--- config.mk ---
export PLATFORM = sky130hd
export DESIGN_NAME = shift_seq_r
export DESIGN_NICKNAME = d
export VERILOG_FILES = /design/src/rtl/shift_pkg.sv /design/src/rtl/polyshift_r_cf.sv /design/src/rtl/shift_seq_r.sv
export SDC_FILE = /design/constraint.sdc
export NUM_CORES = 1
export LEC_CHECK = 0
export CORE_MARGIN = 2
export CORE_UTILIZATION = 40
export CTS_CLUSTER_DIAMETER = 50
export DETAILED_ROUTE_END_ITERATION = 7
export GPL_TIMING_DRIVEN = 0
export PLACE_DENSITY_LB_ADDON = 0.1
export SLEW_MARGIN = 20
export SYNTH_ARGS = -nofsm -noshare
export SYNTH_HDL_FRONTEND = slang
export SYNTH_HIERARCHICAL = 1
export SYNTH_SLANG_ARGS = --single-unit
--- constraint.sdc ---
create_clock -name clk_i -period 4.9 [get_ports clk_i]
set_input_delay 0.98 -clock clk_i [delete_from_list [all_inputs] [get_ports clk_i]]
set_output_delay 0.98 -clock clk_i [all_outputs]
set_load 0.02 [all_outputs]
--- src/rtl/shift_pkg.sv ---
// Shared definitions for the sequential right shifter: FSM state encoding.
package shift_pkg;

   typedef enum logic [1:0] {
      IDLE = 2'd0,
      RUN  = 2'd1,
      DONE = 2'd2
   } shift_seq_state_t;

endpackage : shift_pkg

--- src/rtl/polyshift_r_cf.sv ---
// Carry-out of a single right shift by shift_size_i: the last bit shifted out,
// or the incoming carry when the shift size is zero.
module polyshift_r_cf #(
   parameter int WORD_WIDTH = 8,
   parameter int STEP_WIDTH = $clog2(WORD_WIDTH)
) (
   input  logic                  cf_i,
   input  logic [STEP_WIDTH-1:0] shift_size_i,
   input  logic [WORD_WIDTH-2:0] data_i,
   output logic                  cf_o
);

   // Step never exceeds WORD_WIDTH-1, so data_i[step-1] is always in range.
   always_comb begin
      cf_o = cf_i;
      for (int i = 1; i < WORD_WIDTH; i++) begin
         if (shift_size_i == STEP_WIDTH'(i)) cf_o = data_i[i-1];
      end
   end

endmodule : polyshift_r_cf

--- src/rtl/shift_seq_r.sv ---
// Multi-cycle right shifter: shifts by up to WORD_WIDTH-1 bits per RUN cycle.
// Optional macro SHIFT_SEQ_R_ARITH_EN adds arith_i (sign fill instead of zero fill).
// Handshake: a transfer happens on a channel in any cycle where valid & ready are both high;
// flush_i wins over both handshakes, and reset wins over everything.
module shift_seq_r
   import shift_pkg::*;
#(
   parameter int WORD_WIDTH  = 8,
   parameter int COUNT_WIDTH = $clog2(WORD_WIDTH) + 2
) (
   input  logic                   clk_i,
   input  logic                   rst_n_i,
   input  logic                   req_valid_i,
   output logic                   req_ready_o,
   input  logic [WORD_WIDTH-1:0]  data_i,
   input  logic [COUNT_WIDTH-1:0] count_i,
   input  logic                   cf_i,
`ifdef SHIFT_SEQ_R_ARITH_EN
   input  logic                   arith_i,
`endif
   input  logic                   flush_i,
   output logic                   resp_valid_o,
   input  logic                   resp_ready_i,
   output logic [WORD_WIDTH-1:0]  data_o,
   output logic                   cf_o,
   output logic                   busy_o
);

   localparam int STEP_WIDTH = $clog2(WORD_WIDTH);
   localparam logic [COUNT_WIDTH-1:0] MAX_STEP = COUNT_WIDTH'(WORD_WIDTH - 1);

   shift_seq_state_t state, state_next;

   logic [WORD_WIDTH-1:0]  data_q;
   logic                   cf_q;
   logic [COUNT_WIDTH-1:0] rem_q;
   logic                   fill_q;

   logic [COUNT_WIDTH-1:0] step_c;
   logic [STEP_WIDTH-1:0]  step_s;
   logic [COUNT_WIDTH-1:0] rem_next;
   logic [WORD_WIDTH-1:0]  shifted;
   logic                   cf_step;
   logic                   accept;
   logic                   fill_in;

   assign accept = req_valid_i & req_ready_o;

`ifdef SHIFT_SEQ_R_ARITH_EN
   assign fill_in = arith_i & data_i[WORD_WIDTH-1];
`else
   assign fill_in = 1'b0;
`endif

   always_comb begin
      step_c = (rem_q > MAX_STEP) ? MAX_STEP : rem_q;
   end

   assign step_s   = step_c[STEP_WIDTH-1:0];
   assign rem_next = rem_q - step_c;

   // Sign fill is a zero-fill shift of the inverted word, inverted back.
   always_comb begin
      if (fill_q) shifted = ~((~data_q) >> step_c);
      else        shifted = data_q >> step_c;
   end

   polyshift_r_cf #(
      .WORD_WIDTH (WORD_WIDTH),
      .STEP_WIDTH (STEP_WIDTH)
   ) u_cf (
      .cf_i         (cf_q),
      .shift_size_i (step_s),
      .data_i       (data_q[WORD_WIDTH-2:0]),
      .cf_o         (cf_step)
   );

   always_ff @(posedge clk_i) begin
      if (!rst_n_i) state <= IDLE;
      else          state <= state_next;
   end

   always_comb begin
      state_next = state;
      case (state)
         IDLE:    if (accept) state_next = (count_i == '0) ? DONE : RUN;
         RUN:     if (rem_next == '0) state_next = DONE;
         DONE:    if (resp_valid_o && resp_ready_i) state_next = IDLE;
         default: state_next = IDLE;
      endcase
      if (flush_i) state_next = IDLE;
   end

   always_comb begin
      req_ready_o  = (state == IDLE);
      resp_valid_o = (state == DONE);
      busy_o       = (state != IDLE);
   end

   always_ff @(posedge clk_i) begin
      if (!rst_n_i) begin
         data_q <= '0;
         cf_q   <= 1'b0;
         rem_q  <= '0;
         fill_q <= 1'b0;
      end else if (!flush_i) begin
         if (accept) begin
            data_q <= data_i;
            cf_q   <= cf_i;
            rem_q  <= count_i;
            fill_q <= fill_in;
         end else if (state == RUN) begin
            data_q <= shifted;
            cf_q   <= cf_step;
            rem_q  <= rem_next;
         end
      end
   end

   assign data_o = data_q;
   assign cf_o   = cf_q;

endmodule : shift_seq_r

==> results.toml, run 1 <==
[setup_path]
cp-start-kind = "register"
path_max_fanout = 10
critPathKind = "reg2out"
critPathRequiredTime_ps = 3920
end_kind = "output pin"
arrival_ps = 1840

[power_and_ir_drop]
p_comb_share_pct = 42.7
power_mw = 0.395
p_seq_share_pct = 39.1
ir_drop_mv = 0.110
p_sw_mw = 0.150
leakage_nw = 0.615
swShare_pct = 37.9
pwr-share-clk_pct = 18.1
internal-power_mw = 0.245
powerDensity_nw_per_um2 = 235

[sta]
slew_violations = 0
fin_crit_sh_pct = 57.6
relSlewSlack_pct = 59.3
hold_viol = 0
setup_viol = 0
rsz0062_at_grt = "no"
final.setup.tns_ps = 0
skew_ps = 3.07
tightest_slew_ps = 607
period_minus_slack_ps = 2820
fmax_mhz = 354

[cells_and_area]
drive_gt1_share_pct = 12.4
nNetsFinal = 223
utilization_pct = 54.5
syn_to_final_growth_pct = 28.1
layout.cells.non_filler = 245
diodes = 0
fillers = 322

[synthesis]
synth_top_cell_by_area = "dfxtp_1"
yosysUniqueCellTypes = 50
synth_warnings = 6
synth_fp_nets = 189
synthTopCellsByCount = "dfxtp_1 (16), o21ai_0 (16), a21oi_1 (15), nand2_1 (15), nor2_1 (12)"
syn-cell-area_sq_um = 1310
synth.avg_cell_area_sq_um = 7.74
netlist.area_leader.share_pct = 24.5
synth-edff-count = 0
synth_top_flop_cell = "dfxtp_1"
synthCells = 169
synthTopCellsByArea = "dfxtp_1 (24%), o21ai_0 (6.1%), a21oi_1 (5.7%)"
ys_ff_latch = 16
yosysSeqAreaShare_pct = 24.5
synth-async-reset-ratio_pct = 0

[global_route]
grt_pass1_vias = 1340
grt_start_max_net_pins = 11
grt_usage_pct = 23.0
antenna_found_initial = 0
grt_pass1_wl_microns = 6530
overflow = 0

[place]
dp.cells = 242
gp_congestion = 0.900
dp_hpwl_microns = 2810
port_buffers = 29

[floorplan]
die_w_microns = 61.2
die_area_sq_um = 3750
rows = 20
start_util_pct = 42.5
die_h_microns = 61.2
fp.coreArea_sq_um = 3080
io_pins = 31

[clock_network]
clockBufferDepth = 2
cts-root-buf = "clkbuf_4"
clk_pin_slew_ps = 100
cts_tree = "done"
cts_sinks = 16
holdBufCountCts = 0
postCtsSetupBuffers = 0
clk_latency_ps = 290
cts_resized = 0
cts_buffers = 3
htreeDepth = 1

[routing]
wl_microns = 3790
first_pass_iters = 4
drt-met1-wl_microns = 1760
vias = 1422
top_layer_used = "met4"
ant_nets = 0
drt_iter0_markers = 86
wl_per_cell_microns = 15.5
drc_errors = 0
met2_length_microns = 1750
dr_wl_met3_microns = 262
viasPerCell = 5.80

[outcome]
outcome = "finished, final reports clean"

[min_path]
hp-class = "reg2reg"

[job]
drv_cap = 0
flip-flops by register name, summed over array words and instances, names as in the netlist:
register / cells
state: 2
cf_o: 1
rem_q: 5
data_o: 8
final cells by class:
class                           count  area (sq um)  share of cell area [%]
Timing Repair Buffer               29           290                    17.3
Tap cell                           44          55.1                    3.28
Inverter                            9          33.8                    2.01
Sequential cell                    16           320                    19.1
Clock buffer                        3          22.5                    1.34
Multi-Input combinational cell    133           887                    52.9
Buffer                             11          67.6                    4.03
metal layers:
layer | vias up | global-route usage (%)
met5 | - | 0
met4 | 0 | 6.52
met3 | 2 | 3.15
met2 | 50 | 34.7
met1 | 667 | 34.2
li1 | 703 | -
per-stage QoR:
step                      instance area [sq um]  setup WS (ps)  hold slack (ps)
final                                      1680           2080              528
after global routing                       1680           1930              605
after CTS                                  1680           2050              534
after detailed placement                   1650           2240              522
after global placement                     1650           2270              509
after floorplan                            1310           2750              579
power groups by stage:
stage,logic [mW],clock network (mW),registers [mW]
detailed placement,0.166,0,0.157
finish,0.169,0.0715,0.154
CTS,0.167,0.0737,0.154
floorplan,0.107,0,0.159
global placement,0.165,0,0.157
global route,0.186,0.0820,0.156
worst paths after layout:
| kind | startpoint | to | slack [ps] | cells past startpoint |
|---|---|---|---|---|
| hold reg to reg | cf_o | cf_o | 530 | 2 |
| setup / recovery | state[0] | busy_o | 2080 | 4 |
| hold / removal | cf_o | cf_o | 530 | 2 |
| setup reg to reg | rem_q[3] | cf_o | 3030 | 9 |
cell usage in the layout, fill, tap and decap left out, types with 2 or more instances in the layout:
cell type        netlist  routed
mux2_2                 3       3
a211oi_1               6       6
nand3_1                6       6
o221ai_1               2       2
o22ai_1                4       4
nand3b_1               2       2
a311oi_1               2       2
o32ai_1                2       2
nand2_1               15      15
inv_1                  8       8
clkdlybuf4s50_1        0      29
or3_1                  2       2
and3_1                 3       3
a21boi_0               2       2
mux2i_1                4       4
o21ai_0               16      16
buf_4                  4       4
o211ai_1               3       3
nand2b_1               3       3
nor2b_1                4       4
a32oi_1                2       2
o21ai_1                2       2
a21oi_1               15      15
clkbuf_4               0       3
buf_2                  3       3
nor2_1                12      12
nor3_4                 2       2
dfxtp_1               16      16
clkbuf_1               3       3
logic make-up (layout without fill, tap and decap cells):
family / count (synthesis) / in the layout / synth area share (%)
multiplexers: 8 / 8 / 7.36
buffers and inverters: 20 / 52 / 7.74
AND/OR/NAND/NOR: 59 / 59 / 26.1
adder cells (fa/ha/maj): 1 / 1 / 0.956
XOR/XNOR: 1 / 1 / 0.669
AO/OA/AOI/OAI: 64 / 64 / 32.7
flip-flops: 16 / 16 / 24.5
worst max-delay path, cell delays in order (launching register included):
cell and delay, ps:
dfxtp_1 440, clkbuf_1 330, nor2_1 130, inv_1 70, clkdlybuf4s50_1 590
(Power assumes the default switching activity.)
==> run 2, diff against run 1 <==
==> constraint.sdc (replaced) <==
create_clock -name clk_i -period 2.3 [get_ports clk_i]
set_input_delay 0.46 -clock clk_i [delete_from_list [all_inputs] [get_ports clk_i]]
set_output_delay 0.46 -clock clk_i [all_outputs]
set_load 0.02 [all_outputs]
==> run 2 against run 1 <==
Effect of this change:
- clock power grew 110%
- cell count is the same
- design area is essentially flat
- worst hold slack is the same
- setup slack lost 2000 ps
- critical endpoint unchanged
==> results.toml, run 2 (synthesis gave the netlist of run 1 again) <==
[routing]
vias = 1419
wl_microns = 3800
wl_per_cell_microns = 15.5
viasPerCell = 5.79
drc_errors = 0
ant_nets = 0
drt_iter0_markers = 86
first_pass_iters = 4

[setup_path]
path_cells = "clkbuf_2, nor2_1, inv_1, clkdlybuf4s50_1"
cp-start-kind = "register"
end_kind = "output pin"
critPathKind = "reg2out"
critPathTopFamily = "buffers and inverters"
crit_buf_inv = 3
crit_slowest_cell = "clkdlybuf4s50_1"
path_max_fanout = 10
critPathRequiredTime_ps = 1840
slowest_delay_ps = 590
arrival_ps = 1720

[clock_network]
htreeDepth = 1
holdBufCountCts = 0
cts_sinks = 16
cts_buffers = 3
cts_tree = "done"
clockBufferDepth = 2
cts-root-buf = "clkbuf_4"
clk_pin_slew_ps = 100
clk_latency_ps = 290

[global_route]
grt_usage_pct = 23.0
grt_pass1_wl_microns = 6530
grt_pass1_vias = 1340
antenna_found_initial = 0
overflow = 0
grt_start_max_net_pins = 11

[power_and_ir_drop]
ir_drop_mv = 0.235
powerDensity_nw_per_um2 = 501
leakage_nw = 0.619
power_mw = 0.841

[cells_and_area]
diodes = 0
syn_to_final_growth_pct = 28.2
final_cell_mix = "clkdlybuf4s50_1 (29), o21ai_0 (16), dfxtp_1 (16)"
mostFrequentLayoutCell = "clkdlybuf4s50_1"
fillers = 321
post-route-cell-area_sq_um = 1680
drive_gt1_share_pct = 12.9
nNetsFinal = 223
largest_reg_flops = 8

[min_path]
hp-class = "reg2reg"

[floorplan]
die_w_microns = 61.2
die_area_sq_um = 3750
io_pins = 31
rows = 20
die_h_microns = 61.2
start_util_pct = 42.5
fp.coreArea_sq_um = 3080

[place]
gp_congestion = 0.900
port_buffers = 29
placed_area_sq_um = 1650
dp_hpwl_microns = 2810

[sta]
fin_crit_sh_pct = 94.6
rsz0062_at_grt = "no"
period_minus_slack_ps = 2180
relSlewSlack_pct = 59.3
setup_viol = 0
skew_ps = 3.09
hold_viol = 0
fmax_mhz = 460
final.setup.tns_ps = 0
tightest_slew_ps = 607
slew_violations = 0

[job]
drv_cap = 0

[outcome]
outcome = "finished, final reports clean"
[run 2: changes by cell type in the layout (fill, tap and decap cells not counted)]
cell / before / now
clkbuf_2: 0 / 1
clkbuf_1: 3 / 2
[run 2: worst paths after layout]
kind            start  endpoint  slack, ps  cells after the start
min reg2reg      cf_o      cf_o        530                      2
max          state[0]    busy_o        120                      4
min              cf_o      cf_o        530                      2
max reg2reg  rem_q[3]      cf_o        430                      9
[run 2: cell type report]
cell class	count	area, sq um	area share (%)
multi-input cells	133	887	52.9
flip-flops and latches	16	320	19.1
repair buffers	29	290	17.3
plain buffers	11	68.8	4.10
well taps	44	55.1	3.28
inverters	9	33.8	2.01
clock buffers	3	22.5	1.34
[run 2: stage by stage]
stage	hold WS, ps	utilization [%]	setup WS (ps)	std cells
floorplan	579	-	674	169
global placement	509	53.7	189	242
detailed placement	522	53.7	163	242
CTS	534	54.5	107	245
global route	599	54.5	16.4	245
finish	528	54.5	124	245
[run 2: worst min-delay path, delay by kind of cell, from the launching register on]
kind / cells / cell delay, ps
flops: 1 / 340
simple gates: 1 / 100
compound gates: 1 / 50
[run 2: routing by layer]
layer / vias up / GRT usage (%) / part of all wire, %
met4: 0 / 6.52 / 0.58
met3: 2 / 3.15 / 6.9
li1: 703 / - / -
met2: 50 / 34.7 / 46
met5: - / 0 / 0
met1: 664 / 34.2 / 47
[run 2: what timing repair did]
item | 4_1_cts | 5_1_grt
buffers inserted | 0 | 0
endpoints found under the setup margin | 1 | 0
resized for setup | 1 | 0
[run 2: power breakdown]
part	leakage [nW]	internal, mW	switching (mW)
registers	0.131	0.297	0.0322
clock network	0.0138	0.0609	0.0914
logic	0.474	0.164	0.195
total	0.619	0.522	0.319
==> run 3, diff against run 2 <==
--- a/config.mk
+++ b/config.mk
@@ -9,6 +9,7 @@
 export CORE_UTILIZATION = 40
 export CTS_CLUSTER_DIAMETER = 50
 export DETAILED_ROUTE_END_ITERATION = 7
+export GPL_ROUTABILITY_DRIVEN = 1
 export GPL_TIMING_DRIVEN = 0
 export PLACE_DENSITY_LB_ADDON = 0.1
 export SLEW_MARGIN = 20
==> results of run 3 <==
Same layout as run 2: the final DEF is identical, and so are final timing and power.
